**src/rtl/glitch_monitor.sv**
```systemverilog
// Measures trigger-rise-to-glitch delay and glitch width in clk cycles, flags glitches seen outside a measurement.
// Optional GLITCH_MON_SYNC_EN adds a two-flop synchronizer on trigger and glitch ahead of edge detection.
module glitch_monitor #(
    parameter int unsigned COUNT_WIDTH    = 32,
    parameter int unsigned TIMEOUT_CYCLES = 32'd204_000_000
) (
    input  logic                   clk,
    input  logic                   reset,
    input  logic                   trigger,
    input  logic                   glitch,
    output logic                   busy,
    output logic                   result_valid,
    output logic [COUNT_WIDTH-1:0] delay_cycles,
    output logic [COUNT_WIDTH-1:0] width_cycles,
    output logic                   timed_out,
    output logic                   saturated,
    output logic                   spurious_glitch
);

    localparam logic [COUNT_WIDTH-1:0] CNT_MAX     = '1;
    localparam logic [COUNT_WIDTH-1:0] CNT_ONE     = COUNT_WIDTH'(1);
    localparam logic [COUNT_WIDTH-1:0] TIMEOUT_CNT = COUNT_WIDTH'(TIMEOUT_CYCLES);

    typedef enum logic [1:0] {
        ST_IDLE,
        ST_DELAY,
        ST_PULSE,
        ST_HOLD
    } state_t;

    logic trig_in;
    logic glit_in;

`ifdef GLITCH_MON_SYNC_EN
    logic trig_meta_q, trig_sync_q;
    logic glit_meta_q, glit_sync_q;

    always_ff @(posedge clk) begin
        if (reset) begin
            trig_meta_q <= 1'b0;
            trig_sync_q <= 1'b0;
            glit_meta_q <= 1'b0;
            glit_sync_q <= 1'b0;
        end else begin
            trig_meta_q <= trigger;
            trig_sync_q <= trig_meta_q;
            glit_meta_q <= glitch;
            glit_sync_q <= glit_meta_q;
        end
    end

    assign trig_in = trig_sync_q;
    assign glit_in = glit_sync_q;
`else
    assign trig_in = trigger;
    assign glit_in = glitch;
`endif

    state_t                 state_q, state_d;
    logic                   trig_q, trig_d;
    logic                   glit_q, glit_d;
    logic [COUNT_WIDTH-1:0] delay_cnt_q, delay_cnt_d;
    logic [COUNT_WIDTH-1:0] width_cnt_q, width_cnt_d;
    logic                   busy_q, busy_d;
    logic                   result_valid_q, result_valid_d;
    logic [COUNT_WIDTH-1:0] delay_cycles_q, delay_cycles_d;
    logic [COUNT_WIDTH-1:0] width_cycles_q, width_cycles_d;
    logic                   timed_out_q, timed_out_d;
    logic                   saturated_q, saturated_d;
    logic                   spurious_q, spurious_d;

    logic trig_rise;
    logic glit_rise;

    function automatic logic [COUNT_WIDTH-1:0] sat_inc(input logic [COUNT_WIDTH-1:0] v);
        return (v == CNT_MAX) ? v : v + CNT_ONE;
    endfunction

    assign trig_rise = trig_in & ~trig_q;
    assign glit_rise = glit_in & ~glit_q;

    always_comb begin
        state_d        = state_q;
        trig_d         = trig_in;
        glit_d         = glit_in;
        delay_cnt_d    = delay_cnt_q;
        width_cnt_d    = width_cnt_q;
        result_valid_d = 1'b0;
        delay_cycles_d = delay_cycles_q;
        width_cycles_d = width_cycles_q;
        timed_out_d    = timed_out_q;
        saturated_d    = saturated_q;
        spurious_d     = spurious_q;

        unique case (state_q)
            ST_IDLE: begin
                if (glit_rise) spurious_d = 1'b1;
                if (trig_rise) begin
                    state_d     = ST_DELAY;
                    delay_cnt_d = '0;
                    width_cnt_d = '0;
                end
            end
            ST_DELAY: begin
                // Glitch takes priority over a falling trigger or timeout on the same sample.
                if (glit_in) begin
                    state_d     = ST_PULSE;
                    width_cnt_d = CNT_ONE;
                end else if (!trig_in) begin
                    state_d = ST_IDLE;
                end else if (delay_cnt_q == TIMEOUT_CNT) begin
                    state_d        = ST_HOLD;
                    result_valid_d = 1'b1;
                    delay_cycles_d = delay_cnt_q;
                    width_cycles_d = '0;
                    timed_out_d    = 1'b1;
                    saturated_d    = (delay_cnt_q == CNT_MAX);
                end else begin
                    delay_cnt_d = sat_inc(delay_cnt_q);
                end
            end
            ST_PULSE: begin
                if (glit_in) begin
                    width_cnt_d = sat_inc(width_cnt_q);
                end else begin
                    state_d        = ST_HOLD;
                    result_valid_d = 1'b1;
                    delay_cycles_d = delay_cnt_q;
                    width_cycles_d = width_cnt_q;
                    timed_out_d    = 1'b0;
                    saturated_d    = (delay_cnt_q == CNT_MAX) || (width_cnt_q == CNT_MAX);
                end
            end
            ST_HOLD: begin
                if (glit_rise) spurious_d = 1'b1;
                if (!trig_in) state_d = ST_IDLE;
            end
            default: state_d = ST_IDLE;
        endcase

        busy_d = (state_d != ST_IDLE);
    end

    always_ff @(posedge clk) begin
        if (reset) begin
            state_q        <= ST_IDLE;
            trig_q         <= 1'b0;
            glit_q         <= 1'b0;
            delay_cnt_q    <= '0;
            width_cnt_q    <= '0;
            busy_q         <= 1'b0;
            result_valid_q <= 1'b0;
            delay_cycles_q <= '0;
            width_cycles_q <= '0;
            timed_out_q    <= 1'b0;
            saturated_q    <= 1'b0;
            spurious_q     <= 1'b0;
        end else begin
            state_q        <= state_d;
            trig_q         <= trig_d;
            glit_q         <= glit_d;
            delay_cnt_q    <= delay_cnt_d;
            width_cnt_q    <= width_cnt_d;
            busy_q         <= busy_d;
            result_valid_q <= result_valid_d;
            delay_cycles_q <= delay_cycles_d;
            width_cycles_q <= width_cycles_d;
            timed_out_q    <= timed_out_d;
            saturated_q    <= saturated_d;
            spurious_q     <= spurious_d;
        end
    end

    assign busy            = busy_q;
    assign result_valid    = result_valid_q;
    assign delay_cycles    = delay_cycles_q;
    assign width_cycles    = width_cycles_q;
    assign timed_out       = timed_out_q;
    assign saturated       = saturated_q;
    assign spurious_glitch = spurious_q;

endmodule

```
**config.mk**
```make
export PLATFORM = sky130hd
export DESIGN_NAME = glitch_monitor
export DESIGN_NICKNAME = d
export VERILOG_FILES = /design/src/rtl/glitch_monitor.sv
export SDC_FILE = /design/constraint.sdc
export NUM_CORES = 1
export LEC_CHECK = 0
export CORE_ASPECT_RATIO = 1.4
export CORE_MARGIN = 2
export CORE_UTILIZATION = 55
export DETAILED_ROUTE_END_ITERATION = 6
export PLACE_DENSITY = 0.79
export RECOVER_POWER = 50
export SLEW_MARGIN = 20
export SYNTH_ARGS = -nofsm -noshare
export SYNTH_HDL_FRONTEND = slang
export SYNTH_SLANG_ARGS = --single-unit
```
**constraint.sdc**
```tcl
create_clock -name clk -period 2.9 [get_ports clk]
set_input_delay 0.29 -clock clk [delete_from_list [all_inputs] [get_ports clk]]
set_output_delay 0.29 -clock clk [all_outputs]
set_load 0.01 [all_outputs]
```
; After elaboration in Yosys (flattened, before gate mapping)
; Cells that the tools add are included.
[op_classes]
n_mux = 42
bitwise_logic = 4
n_eq_ne = 16
n_addsub = 2
n_reduce_logical = 11
[op_table]
columns = op, count
row1 = $mux 32, 16
row2 = $pmux 32 s2, 3
row3 = $pmux 32 s3, 1
row4 = $add 32x1->32 const B, 2
row5 = $eq 32x32->1 const B, 2
row6 = $eq 32x28->1 const B, 1
row7 = $ne 2x2->1 const B, 10
row8 = $mux 1, 12
row9 = $mux 2, 6
row10 = $reduce_and 5->1, 2
row11 = $pmux 2 s4, 1
row12 = $pmux 1 s2, 3
row13 = $reduce_and 6->1, 1
row14 = $reduce_bool 2->1, 3
row15 = $eq 2x2->1 const B, 2
row16 = $reduce_bool 3->1, 1
row17 = $and 1x1->1, 2
row18 = $eq 2x1->1 const B, 1
row19 = $logic_not 2->1, 1
row20 = $not 1->1, 2
row21 = $reduce_and 2->1, 1
row22 = $reduce_or 2->1, 1
row23 = $logic_or 1x1->1, 1
[totals]
word_cells = 87
out_inout_bits = 69
input_bits = 4
ff_bits = 137

; Depth between registers and ports, before layout
[depth]
word_depth = 6
ltp_mapped = 11
mapped_depth_nobuf = 8

; Worst setup path before layout
; No wires, ideal clock.
[synth_timing]
path_kind = reg2reg
from = register state_q[0]
to = register width_cnt_q[28]
n_path_buf = 2
arrival_time_ns = 2.147
period_less_slack_ns = 2.264
setup_time_ns = 0.117
stages_incl_launch_ff = 11
required_time_ns = 2.783
path_slack_ns = 0.636
path_cell_list = dfxtp_1 inv_1 ha_1 buf_2 o21ba_2 a211oi_4 buf_6 nand3_1 nor4_1 xnor2_1 nor2_1
[synth_via]
elab_chain_len = 3
elab_cells_between_ends = 10
cone_classes = eq/ne: 6 / mux: 1 / reduce/logical: 3
[synth_lines]
columns = item, line_no
row1 = "start, declared", 59  ; state_t state_q, state_d;
row2 = "start signal, assigned", 159  ; state_q <= state_d;
row3 = $eq 2x2->1 (tied with other cells), 95  ; unique case (state_q)
row4 = $ne 2x2->1 (no line) or $reduce_bool 3->1 (tied branches), n/a
row5 = $reduce_and 5->1 (no line), n/a
row6 = "end signal, assigned", 163  ; width_cnt_q <= width_cnt_d;
row7 = "end, declared", 63  ; logic [COUNT_WIDTH-1:0] width_cnt_q, width_cnt_d;
; Parallel ways exist; a longest one is shown, timed or not.
; A chain may end at the register's enable or synchronous reset.

; Worst setup path after layout
[layout_timing]
from = register width_cnt_q[16]
to = register width_cnt_q[28]
[layout_via]
elab_chain_len = 4
elab_cells_between_ends = 7
cone_classes = add/sub: 1 / eq/ne: 2 / mux: 3 / reduce/logical: 1
[layout_lines]
columns = item, line_no
row1 = $add 32x1->32, 76  ; return (v == CNT_MAX) ? v : v + CNT_ONE;
row2 = $mux 32, 76
row3 = $mux 32, 123  ; if (glit_in) begin
row4 = $pmux 32 s3, 95
; Parallel ways exist; a longest one is shown, timed or not. The select of a mux whose other input is x is not followed.

==> results.json <==
{
  "status": "finished clean",
  "cts_hold_buf": 0,
  "final_layout_size_suffix_gt1_share_pct": 7.243,
  "ys_top_cells_by_count": "dfxtp_1, nand2_1, a21oi_1",
  "yosysSeqAreaShare_pct": 43.88,
  "synth_area_leaders": "dfxtp_1, nand2_1, a21oi_1",
  "post_drt_wl_per_cell_um": 15.98,
  "dieArea_um2": 12250,
  "hpwl_um": 10740,
  "num_vias": 6002,
  "worst_slew_pin_slew_ns": 1.309,
  "p_per_area_nw_per_um2": 576.6,
  "cpMaxStageDelayCell": "nor4_1",
  "synth_area_um2": 6251,
  "start_kind": "flip-flop",
  "gp_congestion": 0.9295,
  "cts_resized": 0,
  "finalHoldViolCount": 0,
  "power_leakage_uw": 0.002776,
  "pin_count": 73,
  "critPathKind": "flip-flop to flip-flop",
  "synth.avg_cell_area_um2": 7.893,
  "grt_max_degree": 47,
  "clkTransAtPathRegs_ns": 0.06,
  "grt-ovfl-total": 0,
  "start_util_pct": 55.70,
  "postCtsSetupBuffers": 0,
  "max_freq_mhz": 391.3,
  "avgViaCountPerCell": 6.002,
  "seqPwrFrac_pct": 43.5,
  "synth.net_count": 803,
  "synthCells": 792,
  "final.setup.tns_ns": 0,
  "async_reset_ff_share_pct": 0,
  "switchingPower_uw": 1051,
  "ys_ff_latch": 137,
  "area_growth_pct": 21.72,
  "drcViolationCount": 0,
  "die_width_um": 94.10,
  "p_clk_share_pct": 48.2,
  "cp-end-kind": "flip-flop",
  "switching_share_pct": 23.95,
  "rows": 46,
  "die_h_um": 130.1,
  "max_slew_margin_pct": 12.71,
  "stdcell_count": 1000,
  "num-fill-cells": 910,
  "hold_path_class": "flip-flop to flip-flop",
  "power_frac_comb_pct": 8.3,
  "crit_top_cell": "nor4_1",
  "rsz0062_at_grt": "no",
  "dpl-instance-area_um2": 7048,
  "first_pass_iters": 5,
  "fin_area_um2": 7609,
  "grt_pass1_vias": 5816,
  "cts_root_buf": "clkbuf_16",
  "synth_most_common_cell": "dfxtp_1",
  "ys_types": 57,
  "internal_power_uw": 3337,
  "ant_nets": 0,
  "cpPeakStageDelay_ns": 0.76,
  "final_util_pct": 67.79,
  "synthFlopType": "dfxtp_1",
  "clock_latency_ns": 0.42,
  "drt_wl_total_um": 15980,
  "path_max_fanout": 8,
  "nNetsFinal": 856,
  "slew_violations": 0,
  "place_inst": 970,
  "cts_tree": "yes",
  "synth-edff-count": 0,
  "grtUsageTotal_pct": 27.30,
  "cts_max_level": 4,
  "worstPathArrival_ns": 2.86,
  "drv_cap": 0,
  "dr.first_iter.drc_count": 419,
  "cts_buffers": 17,
  "antenna_found_initial": 0,
  "fin_worst_skew_ns": 0.006237,
  "grt_pass1_wl_um": 26930,
  "finalSetupViolations": 0,
  "max-vdd-ir-drop_mv": 0.4857,
  "crit_required_ns": 3.20,
  "cts_buffer_depth": 2,
  "coreArea_um2": 11220,
  "io_buffers": 72,
  "fin_crit_sh_pct": 88.13,
  "yosys_warnings": 0,
  "cp_cell_sequence": "nand4_1 -> nor4_1 -> nor3b_2 -> nor4_1 -> xnor2_1 -> nor2_1",
  "synth_area_leader_cell": "dfxtp_1",
  "cts_sinks": 137,
  "yosysTopAreaCellShare_pct": 43.88,
  "fin_crit_ns": 2.556,
  "antenna-diode-count": 0
}
## critical path, delay by kind of cell, from the launching register on
kind	cells	cell delay, ns
XOR/XNOR	1	0.20
flip-flops	1	0.44
AND/OR/NAND/NOR	5	1.80
## flip-flops by register name, indices dropped and copies added (netlist names), 2 cells and up
register      flops
state_q           2
delay_cycles     32
delay_cnt_q      32
width_cycles     32
width_cnt_q      32
## cell type report
class                   count  area (um2)  share of cell area (%)
repair buffers             92       873.3                   11.48
flip-flops and latches    137        2743                   36.05
clock buffers              23       478.0                   6.282
well taps                 144       180.2                   2.368
multi-input cells         588        3207                   42.15
inverters                   9       33.78                  0.4440
clock inverters             7       93.84                   1.233
## per-layer routing
metal  GRT usage (%)  vias up  routed length [um]
li1                -     2887                   -
met4           13.21        0                 452
met3           6.409       49                 851
met5               0        -                   0
met1           30.47     2818                6205
met2           48.53      248                8468
## power by group through the flow
stage	combinational, uW	sequential, uW	clock, uW
floorplan	270	1950	0
global placement	345	1950	0
detailed placement	360	1950	0
CTS	364	1910	2120
global route	405	1910	2210
finish	365	1910	2110
## kinds of logic (layout without fill, tap and decap cells)
logic type / count (synthesis) / after routing / share of synthesized area [%]
xor gates and xnor gates: 24 / 24 / 3.363
adders and majority gates: 7 / 7 / 1.401
and+or+nand+nor: 375 / 375 / 30.04
DFF: 137 / 137 / 43.88
AOI/OAI and AO/OA: 179 / 179 / 15.89
buffers and inverters: 67 / 131 / 4.904
muxes: 3 / 3 / 0.5204
## stage by stage
step	setup slack (ns)	hold WS [ns]	total power, uW
5_1_grt	0.1456	0.4680	4527
4_1_cts	0.4946	0.3294	4395
3_3_place_gp	0.5250	0.4404	2293
6_report	0.3443	0.4480	4387
2_1_floorplan	0.6362	0.4576	2220
3_5_place_dp	0.4832	0.4434	2310
## path summary, 6_finish.rpt
kind,start,endpoint,slack (ns),cells past startpoint
setup reg to reg,width_cnt_q[16]$_SDFFE_PP0P_,width_cnt_q[28]$_SDFFE_PP0P_,0.34,6
hold / removal,width_cycles[24]$_SDFFE_PP0P_,width_cycles[24]$_SDFFE_PP0P_,0.45,2
setup / recovery,width_cnt_q[16]$_SDFFE_PP0P_,width_cnt_q[28]$_SDFFE_PP0P_,0.34,6
hold reg to reg,width_cycles[24]$_SDFFE_PP0P_,width_cycles[24]$_SDFFE_PP0P_,0.45,2
## placed cells by master (no fill, tap or decap), types with 3 or more instances in the layout
cell           Yosys  routed
nand4_1           25      25
a31oi_1           18      18
buf_4              1      18
nor3b_1            4       4
or4_1              3       3
a21o_1             3       3
nand2_1          130     130
a21oi_1           87      87
o21ai_0           53      53
and4_1             5       5
and3_1            12      12
nand2b_1           4       4
nor2b_1            8       8
clkbuf_8           0       3
dfxtp_1          137     137
inv_1              9       9
dlygate4sd3_1      0      69
ha_1               7       7
clkbuf_1          35       5
nand3_1           55      55
and2_1             8       7
nor2_1            70      70
nor3_1            21      21
clkbuf_16          0      17
xnor2_1           24      24
nor4_1            10      11
No activity file was read; power rests on OpenSTA's default activity.
==> patch (same settings) <==
The output `busy` loses its register stage (`busy_q` becomes a continuous assignment).
--- a/src/rtl/glitch_monitor.sv
+++ b/src/rtl/glitch_monitor.sv
@@ -148,7 +148,6 @@
             glit_q         <= 1'b0;
             delay_cnt_q    <= '0;
             width_cnt_q    <= '0;
-            busy_q         <= 1'b0;
             result_valid_q <= 1'b0;
             delay_cycles_q <= '0;
             width_cycles_q <= '0;
@@ -161,7 +160,6 @@
             glit_q         <= glit_d;
             delay_cnt_q    <= delay_cnt_d;
             width_cnt_q    <= width_cnt_d;
-            busy_q         <= busy_d;
             result_valid_q <= result_valid_d;
             delay_cycles_q <= delay_cycles_d;
             width_cycles_q <= width_cycles_d;
@@ -170,6 +168,8 @@
             spurious_q     <= spurious_d;
         end
     end
+
+    assign busy_q = busy_d;
 
     assign busy            = busy_q;
     assign result_valid    = result_valid_q;
Behaviour: not the same (Yosys sat finds a counterexample within 4 cycles, from zero or initial values and one cycle with reset high).
==> patch against the unedited design <==
- synthesized area fell by 1.0%
- highest routed layer unchanged
- largest power group unchanged
- cell area is 1.2% higher
- setup slack got worse by 0.095 ns
- synthesized cell count shrank 11%
- register-to-register slack gained 0.02 ns
- routed wire length increased by 1.3%
- hold slack got worse by 0.20 ns
- clock power rose by 2%
- sequential cell count down 1
- power rose by 2.6%
- count of clock-buffer cells in the layout rose by 2
- critical path depth rose by 4
==> patch: results (changes against the unedited design) <==
** Run status
- The run finished with clean final reports.

** Global routing
- Number of global-route vias before repair :: 5636 (-3.1%)
- The met1 demand-to-capacity share in global routing is 0.310 (+0.00534).
- The total global-route track usage came to 0.270 (-0.00298).
- The maximum number of pins on one net before global-route repair is 40 (-15%).
- Global Route met2 Usage :: 0.470 (-0.0151)
- The met3 layer usage reported by global route is 0.0570 (-0.00711).

** Worst setup path
- The worst register-to-register path ends at delay_cnt_q[0].
- The arrival time at the worst endpoint came to 2.36 ns (-0.50 ns).
- The biggest fanout along the worst timing path is 5 (-3).

** Layout
- Seq/total area :: 0.354 (-0.00645)
- Number of signal-net inverters in the final layout :: 14 (+5)
- The number of non-clock buffers is 102 (+11%).
- Share of final layout cell area taken by non-clock buffers :: 0.121 (+0.00626)
- The count of fill cells added during filler insertion came to 846 (-7.0%).
- Final-layout clock-cell area share :: 0.0762 (+0.00105)
- The area occupied by registers came to 2730 sq um (-0.59%).
- The total number of nets in the final design came to 783 (-8.5%).
- The share of cells above drive strength 1 was 0.104 (+0.0320).
- The number of multi-input logic gates was 501 (-15%).
- The clock buffer instance count of the final layout is 25 (+8.7%).

** Power
- Leakage power figure :: 2.87 nW (+3.4%)
- The peak supply drop was 0.414 mV (-15%).
- Power share of the clock group :: 0.477 (-0.005)
- The power per cell area came to 585 nW/um^2 (+1.4%).
- The net switching power figure was 0.00110 W (+4.9%).

** Timing
- Worst Clk Skew :: 0.00638 ns (+0.000141 ns)
- The worst max-slew margin expressed relative to the limit came to 0.508 (+0.381).

** Yosys
- Syn Nets :: 713 (-11%)
- The number of flip-flops and latches in the synthesized netlist is 136 (-0.73%).
- Sequential share of the synthesized area :: 0.440 (+0.00120)

** Route
- The number of search-and-repair iterations in the first detailed-routing pass is 7 (+2).
- The average via count per standard cell came to 6.34 (+5.7%).
- The iteration-0 DRC count of the detailed router was 346 (-17%).
- Routed wl met3 :: 899 microns (+5.6%)
- The average wire per standard cell was 17.5 microns (+9.3%).

** Min path
- Worst hold path type :: input port to register
- The startpoint identified for the worst hold timing path is reset.
==> patch: changes by cell type after synthesis, sizes merged, moves of 10 or more <==
cell and change:
o31ai +19, or3 +10, mux2i +31, nand2 -89, a21oi -37, nand3 -28
xnor2 -24, a22o +30, clkbuf -10
==> patch: timing repair <==
action | CTS | global route
gates resized for setup | 8 | 3
pin swaps | 1 | 2
hold buffers | 0 | 0
setup buffers | 1 | 2
endpoints found under the setup margin | 1 | 1
==> patch: logic make-up after synthesis <==
logic type                 share of synthesized area
adders and majority gates                     0.0142
buffers and inverters                         0.0473
DFF                                            0.440
AOI/OAI and AO/OA                              0.217
muxes                                         0.0518
and+or+nand+nor                                0.230
==> patch: how the worst max path moves through the flow <==
stage                 endpoint  slack, ns  cells past startpoint
6_report                  busy       0.25                     10
5_1_grt                   busy       0.13                     10
4_1_cts                   busy       0.01                     10
3_5_place_dp              busy       0.24                      7
3_3_place_gp              busy       0.27                      7
2_1_floorplan  width_cnt_q[25]       0.76                      8
